`src/rtl/iguana_pad_pkg.sv`:
```
// Shared definitions for the Iguana pad multiplexer: register offsets, the
// per-pad sequencer state type, default reg bus types and sel-width helper.
package iguana_pad_pkg;

    localparam logic [47:0] SelBaseOffset = 48'h000;
    localparam logic [47:0] StatusOffset  = 48'h100;

    typedef enum logic [1:0] {
        IDLE,
        DRAIN,
        SWITCH
    } pad_state_e;

    typedef struct packed {
        logic        valid;
        logic        write;
        logic [47:0] addr;
        logic [31:0] wdata;
        logic [3:0]  wstrb;
    } pad_reg_req_t;

    typedef struct packed {
        logic        ready;
        logic [31:0] rdata;
        logic        error;
    } pad_reg_rsp_t;

    function automatic int unsigned sel_width(input int unsigned num_func);
        return (num_func > 1) ? $clog2(num_func) : 1;
    endfunction

endpackage

```
`src/rtl/iguana_pad_chan.sv`:
```
// One pad channel: guard sequencer that tristates the pad across a function
// change, plus the registered output mux and the input return path.
module iguana_pad_chan
    import iguana_pad_pkg::*;
#(
    parameter int unsigned NumFunc     = 4,
    parameter int unsigned GuardCycles = 4,
    parameter int unsigned SelWidth    = sel_width(NumFunc),
    parameter bit          OeActiveLow = 1'b0
) (
    input  logic                clk,
    input  logic                rst_n,
    input  logic                wr_en,
    input  logic [SelWidth-1:0] wr_sel,
    input  logic [NumFunc-1:0]  func_out,
    input  logic [NumFunc-1:0]  func_oe,
    output logic [NumFunc-1:0]  func_in,
    input  logic                pad_in,
    output logic                pad_out,
    output logic                pad_oe,
    output logic [SelWidth-1:0] target_sel,
    output logic                busy
);

    localparam int unsigned           CntWidth  = $clog2(GuardCycles + 2);
    localparam logic [CntWidth-1:0]   GuardLoad = CntWidth'(GuardCycles);
    localparam pad_state_e            LoadState = (GuardCycles == 0) ? SWITCH : DRAIN;

    pad_state_e          state;
    logic [SelWidth-1:0] active_sel;
    logic [SelWidth-1:0] target_q;
    logic [CntWidth-1:0] count;
    logic [SelWidth-1:0] mux_sel;
    logic                drive;

    // SWITCH already feeds the new function into the output register so it
    // appears right after the guard; a write landing in SWITCH keeps it dark.
    always_comb begin
        mux_sel = active_sel;
        drive   = 1'b0;
        case (state)
            IDLE: drive = 1'b1;
            SWITCH: begin
                mux_sel = target_q;
                drive   = !wr_en;
            end
            default: drive = 1'b0;
        endcase
    end

    always_comb begin
        func_in = '0;
        if (state == IDLE) begin
            func_in[active_sel] = pad_in;
        end
    end

    assign busy       = (state != IDLE);
    assign target_sel = target_q;

    always_ff @(posedge clk) begin
        if (!rst_n) begin
            state      <= IDLE;
            active_sel <= '0;
            target_q   <= '0;
            count      <= '0;
            pad_out    <= 1'b0;
            pad_oe     <= OeActiveLow;
        end else begin
            pad_out <= drive & func_out[mux_sel];
            pad_oe  <= (drive & func_oe[mux_sel]) ^ OeActiveLow;
            case (state)
                IDLE: begin
                    if (wr_en && (wr_sel != active_sel)) begin
                        target_q <= wr_sel;
                        count    <= GuardLoad;
                        state    <= LoadState;
                    end
                end
                DRAIN: begin
                    if (wr_en) begin
                        target_q <= wr_sel;
                        count    <= GuardLoad;
                        state    <= LoadState;
                    end else if (count <= CntWidth'(1)) begin
                        state <= SWITCH;
                    end else begin
                        count <= count - 1'b1;
                    end
                end
                SWITCH: begin
                    if (wr_en) begin
                        target_q <= wr_sel;
                        count    <= GuardLoad;
                        state    <= LoadState;
                    end else begin
                        active_sel <= target_q;
                        state      <= IDLE;
                    end
                end
                default: state <= IDLE;
            endcase
        end
    end

endmodule

```
`src/rtl/iguana_pad_ctrl.sv`:
```
// Register-configurable pad multiplexer: reg bus decode and response, with
// one guarded channel per pad.
module iguana_pad_ctrl
    import iguana_pad_pkg::*;
#(
    parameter int unsigned        NumPads         = 16,
    parameter int unsigned        NumFunc         = 4,
    parameter int unsigned        GuardCycles     = 4,
    parameter logic [NumPads-1:0] OeActiveLowMask = '0,
    parameter type                reg_req_t       = pad_reg_req_t,
    parameter type                reg_rsp_t       = pad_reg_rsp_t
) (
    input  logic                             clk_i,
    input  logic                             rst_ni,
    input  reg_req_t                         reg_req_i,
    output reg_rsp_t                         reg_rsp_o,
    input  logic [NumFunc-1:0][NumPads-1:0]  func_o_i,
    input  logic [NumFunc-1:0][NumPads-1:0]  func_oe_i,
    output logic [NumFunc-1:0][NumPads-1:0]  func_i_o,
    output logic [NumPads-1:0]               pad_o,
    output logic [NumPads-1:0]               pad_oe_o,
    input  logic [NumPads-1:0]               pad_i,
    output logic                             busy_o
);

    localparam int unsigned SelWidth = sel_width(NumFunc);
    localparam int unsigned PadIdxW  = (NumPads > 1) ? $clog2(NumPads) : 1;
    localparam logic [47:0] SelSpan  = 48'(4 * NumPads);

    logic [47:0]         sel_off;
    logic                hit_sel;
    logic                hit_status;
    logic [PadIdxW-1:0]  pad_idx;
    logic                sel_we;
    logic [NumPads-1:0]  busy_vec;
    logic [SelWidth-1:0] target_sel [NumPads];

    // Addresses below the SEL base wrap to huge offsets and fall out of range.
    always_comb begin
        sel_off    = reg_req_i.addr - SelBaseOffset;
        hit_sel    = (sel_off < SelSpan) && (sel_off[1:0] == 2'b00);
        hit_status = (reg_req_i.addr == StatusOffset);
        pad_idx    = sel_off[PadIdxW+1:2];
    end

    always_comb begin
        reg_rsp_o       = '0;
        reg_rsp_o.ready = 1'b1;
        sel_we          = 1'b0;
        if (reg_req_i.valid) begin
            if (hit_sel) begin
                if (reg_req_i.write) begin
                    if (reg_req_i.wstrb[0]) begin
                        if (reg_req_i.wdata >= 32'(NumFunc)) begin
                            reg_rsp_o.error = 1'b1;
                        end else begin
                            sel_we = 1'b1;
                        end
                    end
                end else begin
                    reg_rsp_o.rdata = 32'(target_sel[pad_idx]);
                end
            end else if (hit_status) begin
                if (reg_req_i.write) begin
                    reg_rsp_o.error = 1'b1;
                end else begin
                    reg_rsp_o.rdata = 32'(busy_vec);
                end
            end else begin
                reg_rsp_o.error = 1'b1;
            end
        end
    end

    assign busy_o = |busy_vec;

    for (genvar p = 0; p < NumPads; p++) begin : g_pad
        logic [NumFunc-1:0] chan_fo;
        logic [NumFunc-1:0] chan_foe;
        logic [NumFunc-1:0] chan_fi;

        for (genvar f = 0; f < NumFunc; f++) begin : g_func
            assign chan_fo[f]     = func_o_i[f][p];
            assign chan_foe[f]    = func_oe_i[f][p];
            assign func_i_o[f][p] = chan_fi[f];
        end

        iguana_pad_chan #(
            .NumFunc     (NumFunc),
            .GuardCycles (GuardCycles),
            .SelWidth    (SelWidth),
            .OeActiveLow (OeActiveLowMask[p])
        ) u_chan (
            .clk        (clk_i),
            .rst_n      (rst_ni),
            .wr_en      (sel_we && (pad_idx == PadIdxW'(p))),
            .wr_sel     (reg_req_i.wdata[SelWidth-1:0]),
            .func_out   (chan_fo),
            .func_oe    (chan_foe),
            .func_in    (chan_fi),
            .pad_in     (pad_i[p]),
            .pad_out    (pad_o[p]),
            .pad_oe     (pad_oe_o[p]),
            .target_sel (target_sel[p]),
            .busy       (busy_vec[p])
        );
    end

endmodule

```
`config.mk`:
```
export PLATFORM = sky130hd
export DESIGN_NAME = iguana_pad_ctrl
export DESIGN_NICKNAME = d
export VERILOG_FILES = /design/src/rtl/iguana_pad_pkg.sv /design/src/rtl/iguana_pad_chan.sv /design/src/rtl/iguana_pad_ctrl.sv
export SDC_FILE = /design/constraint.sdc
export NUM_CORES = 1
export LEC_CHECK = 0
export BUFFER_PORTS_ARGS = -buffer_cell sky130_fd_sc_hd__buf_2
export CAP_MARGIN = 10
export CORE_AREA = 5 5 177 179
export DETAILED_ROUTE_END_ITERATION = 8
export DIE_AREA = 0 0 182 184
export PLACE_DENSITY = 0.7
export SETUP_SLACK_MARGIN = 0.15
export SLEW_MARGIN = 20
export SYNTH_ARGS = -nofsm -noshare
export SYNTH_HDL_FRONTEND = slang
export SYNTH_HIERARCHICAL = 1
export SYNTH_SLANG_ARGS = --single-unit
```
`constraint.sdc`:
```
create_clock -name clk_i -period 4 [get_ports clk_i]
set_clock_uncertainty 0.05 [all_clocks]
set_input_delay 1 -clock clk_i [delete_from_list [all_inputs] [get_ports clk_i]]
set_output_delay 1 -clock clk_i [all_outputs]
set_load 0.02 [all_outputs]
```
==> results.ini <==
[layout]
nets=2150
fin_area_mm2=0.0163
fillCellCount=2662
syn_to_final_growth_pct=23.8
drive_gt1_frac=0.300
instances_no_fill=2228

[yosys]
ys_warn_count=6
yosysTopAreaCell=dfxtp_1
synth-seq-area-share=0.268
post-synth-top-count-cell=dfxtp_1
synth_edf_count=0
synth.ff_latch_count=176
synth_async_sr_flop_share=0
syn_inst=1435
synth_area_leaders=dfxtp_1 27%, ha_1 9.2%, mux2i_1 8.5%, mux4_1 6.0%, nand2_1 4.3%
syn_area_mm2=0.0131
synth.distinct_cells=68
ys_dominant_reg_cell=dfxtp_1
synthTopCellsByCount=176 x dfxtp_1, 149 x nand2_1, 145 x inv_1
postSynthAreaPerCell_um2=9.16
netlist.area_leader.share=0.268

[detailed_routing]
drc=0
drtIter0Drc=553
drt_wl_total_um=37700
vias=11949
firstDrtPassIters=4
wire_per_inst_um=16.9
antenna_left=0
vias_per_cell=5.36

[clock_tree]
worst_skew_pair.late_latency_ps=440
numCtsBuffers=17
cts_sinks=176
cts_tree=built
clk_pin_slew_ps=70
h-tree-depth=4
cts_buffer_depth=2
clockRootBuffer=clkbuf_16
cts_hold_buffers=0

[timing]
slew_headroom=0.563
worstMarginPinSlew_ps=649
fin_crit_sh=0.951
rsz0062_at_grt=yes
tns_ps=0
period_minus_slack_ps=3810
final_hold_viol_count=0
clock.fmax_mhz=263
drv_slew=0
whs_ps=427
setup_viol=0

[floorplan]
boundaryPins=363
coreArea_mm2=0.0294
start_util=0.447
row_count=63
die_h_um=184
dieArea_mm2=0.0335
dieWidth_um=182

[power_and_ir_drop]
power.share.sequential=0.354
p_clk_frac=0.312
ir_drop_mv=0.264
switching_share=0.362
p_comb_frac=0.335
power_density_mw_per_mm2=346
power_switching_mw=2.04
p_total_mw=5.63
intPower_mw=3.59
p_leak_nw=7.37

[job]
drv_cap=0

[critical_path]
crit_chain=buf_2 > or4_4 > nor3_4 > nor4b_4 > buf_6 > buf_12 > and3_2 > clkbuf_4
path_buf_inv=4
cpLargestDelayFamily=simple AND/OR/NAND/NOR gates
path_max_fanout=16
crit_arrival_ps=2760
cp-end-kind=output pin
cpPeakStageDelay_ps=540
slowest_stage=or4_4
setup.worst_path.start_class=primary input
cp_data_required_time_ps=2950
path_class=primary input to output pin
ff2ff_setup_slack_ps=1840

[grt]
grt_util_all_layers=0.217
grt_antenna_before_repair=3
use_met2=0.387
grt_pass1_wl_um=59900
grt_use_met3=0.0366
grt_use_met1=0.269
grt_max_degree=78
grt_pass1_vias=12113
grt_overflow=0
grt_most_used_layer=met2

[place]
placed_cell_area_mm2=0.0156
io_buffers=342
dp_hpwl_um=30200
place_congestion=0.885
dp_cells=2192

[status]
outcome=finished clean

[hold_path]
hp-class=flop to flop

-- final timing paths --
path                                           startpoint  depth (start not counted)                         to
worst min-delay path            g_pad[15].u_chan/count[1]                          2  g_pad[15].u_chan/count[1]
worst min register to register  g_pad[15].u_chan/count[1]                          2  g_pad[15].u_chan/count[1]
worst max-delay path                        reg_req_i[64]                          8               reg_rsp_o[5]
worst max register to register   g_pad[4].u_chan/state[0]                          5    g_pad[4].u_chan/pad_out
-- layer usage --
layer | share of wire | vias to the layer above
met1 | 0.43 | 5662
li1 | - | 5941
met5 | 0 | -
met4 | 0.021 | 0
met3 | 0.051 | 42
met2 | 0.50 | 304
-- timing repair --
action	4_1_cts	5_1_grt
pin swaps	0	3
endpoints found under the setup margin	2	11
resized for setup	1	14
buffers inserted	0	0
-- worst min-delay path, cell delays in order (launching register included) --
cell and delay, ps:
dfxtp_1 320, nand2_1 60, mux2i_1 50
-- logic make-up after synthesis --
group / count (synthesis) / share of synthesized area
AOI/OAI and AO/OA: 267 / 0.178
xor gates and xnor gates: 33 / 0.0317
adders and majority gates: 97 / 0.0923
buffers and inverters: 188 / 0.0607
DFF: 176 / 0.268
muxes: 152 / 0.161
other: 2 / 0.000571
and+or+nand+nor: 520 / 0.208
-- flip-flops by register name, summed over array words and instances, names as in the netlist --
signal / cells
g_pad.u_chan/count: 48
g_pad.u_chan/active_sel: 32
g_pad.u_chan/state: 32
g_pad.u_chan/target_sel: 32
g_pad.u_chan/pad_oe: 16
g_pad.u_chan/pad_out: 16
-- cell type report --
cell class              count  area (µm²)  area share
multi-input cells        1086        8910       0.547
clock buffers              17         425      0.0261
well taps                 390         488      0.0300
diodes                      4        10.0    0.000615
flip-flops and latches    176        3520       0.217
inverters                 145         544      0.0334
repair buffers            395        2180       0.134
clock inverters            15         196      0.0121
-- layout by cell type, fill, tap and decap left out, types with 17 or more instances in the layout --
cell type,instances
nand2b_1,17
nor2_1,88
dfxtp_1,176
a21oi_1,23
o21ai_0,72
conb_1,17
nor4_1,19
nand3_1,65
clkbuf_16,17
nor3_1,35
mux4_1,30
nand2_1,149
ha_1,97
inv_1,145
buf_4,51
nor2b_1,21
buf_2,335
nand3b_1,17
mux2i_1,112
and3_1,55
-- power groups by stage --
stage | registers, mW | clock network (mW) | logic, mW
global route | 2.01 | 1.87 | 2.05
global placement | 2.02 | 0 | 1.84
floorplan | 2.06 | 0 | 1.26
finish | 1.99 | 1.75 | 1.88
detailed placement | 2.03 | 0 | 1.88
CTS | 1.99 | 1.80 | 1.89
-- stage by stage --
stage                      util  worst slack (ps)
after CTS                 0.552               158
final                     0.553               195
after global placement    0.530              50.9
after floorplan               -               381
after detailed placement  0.530             -18.5
after global routing      0.553               124
Power figures use the tool's default switching activity.
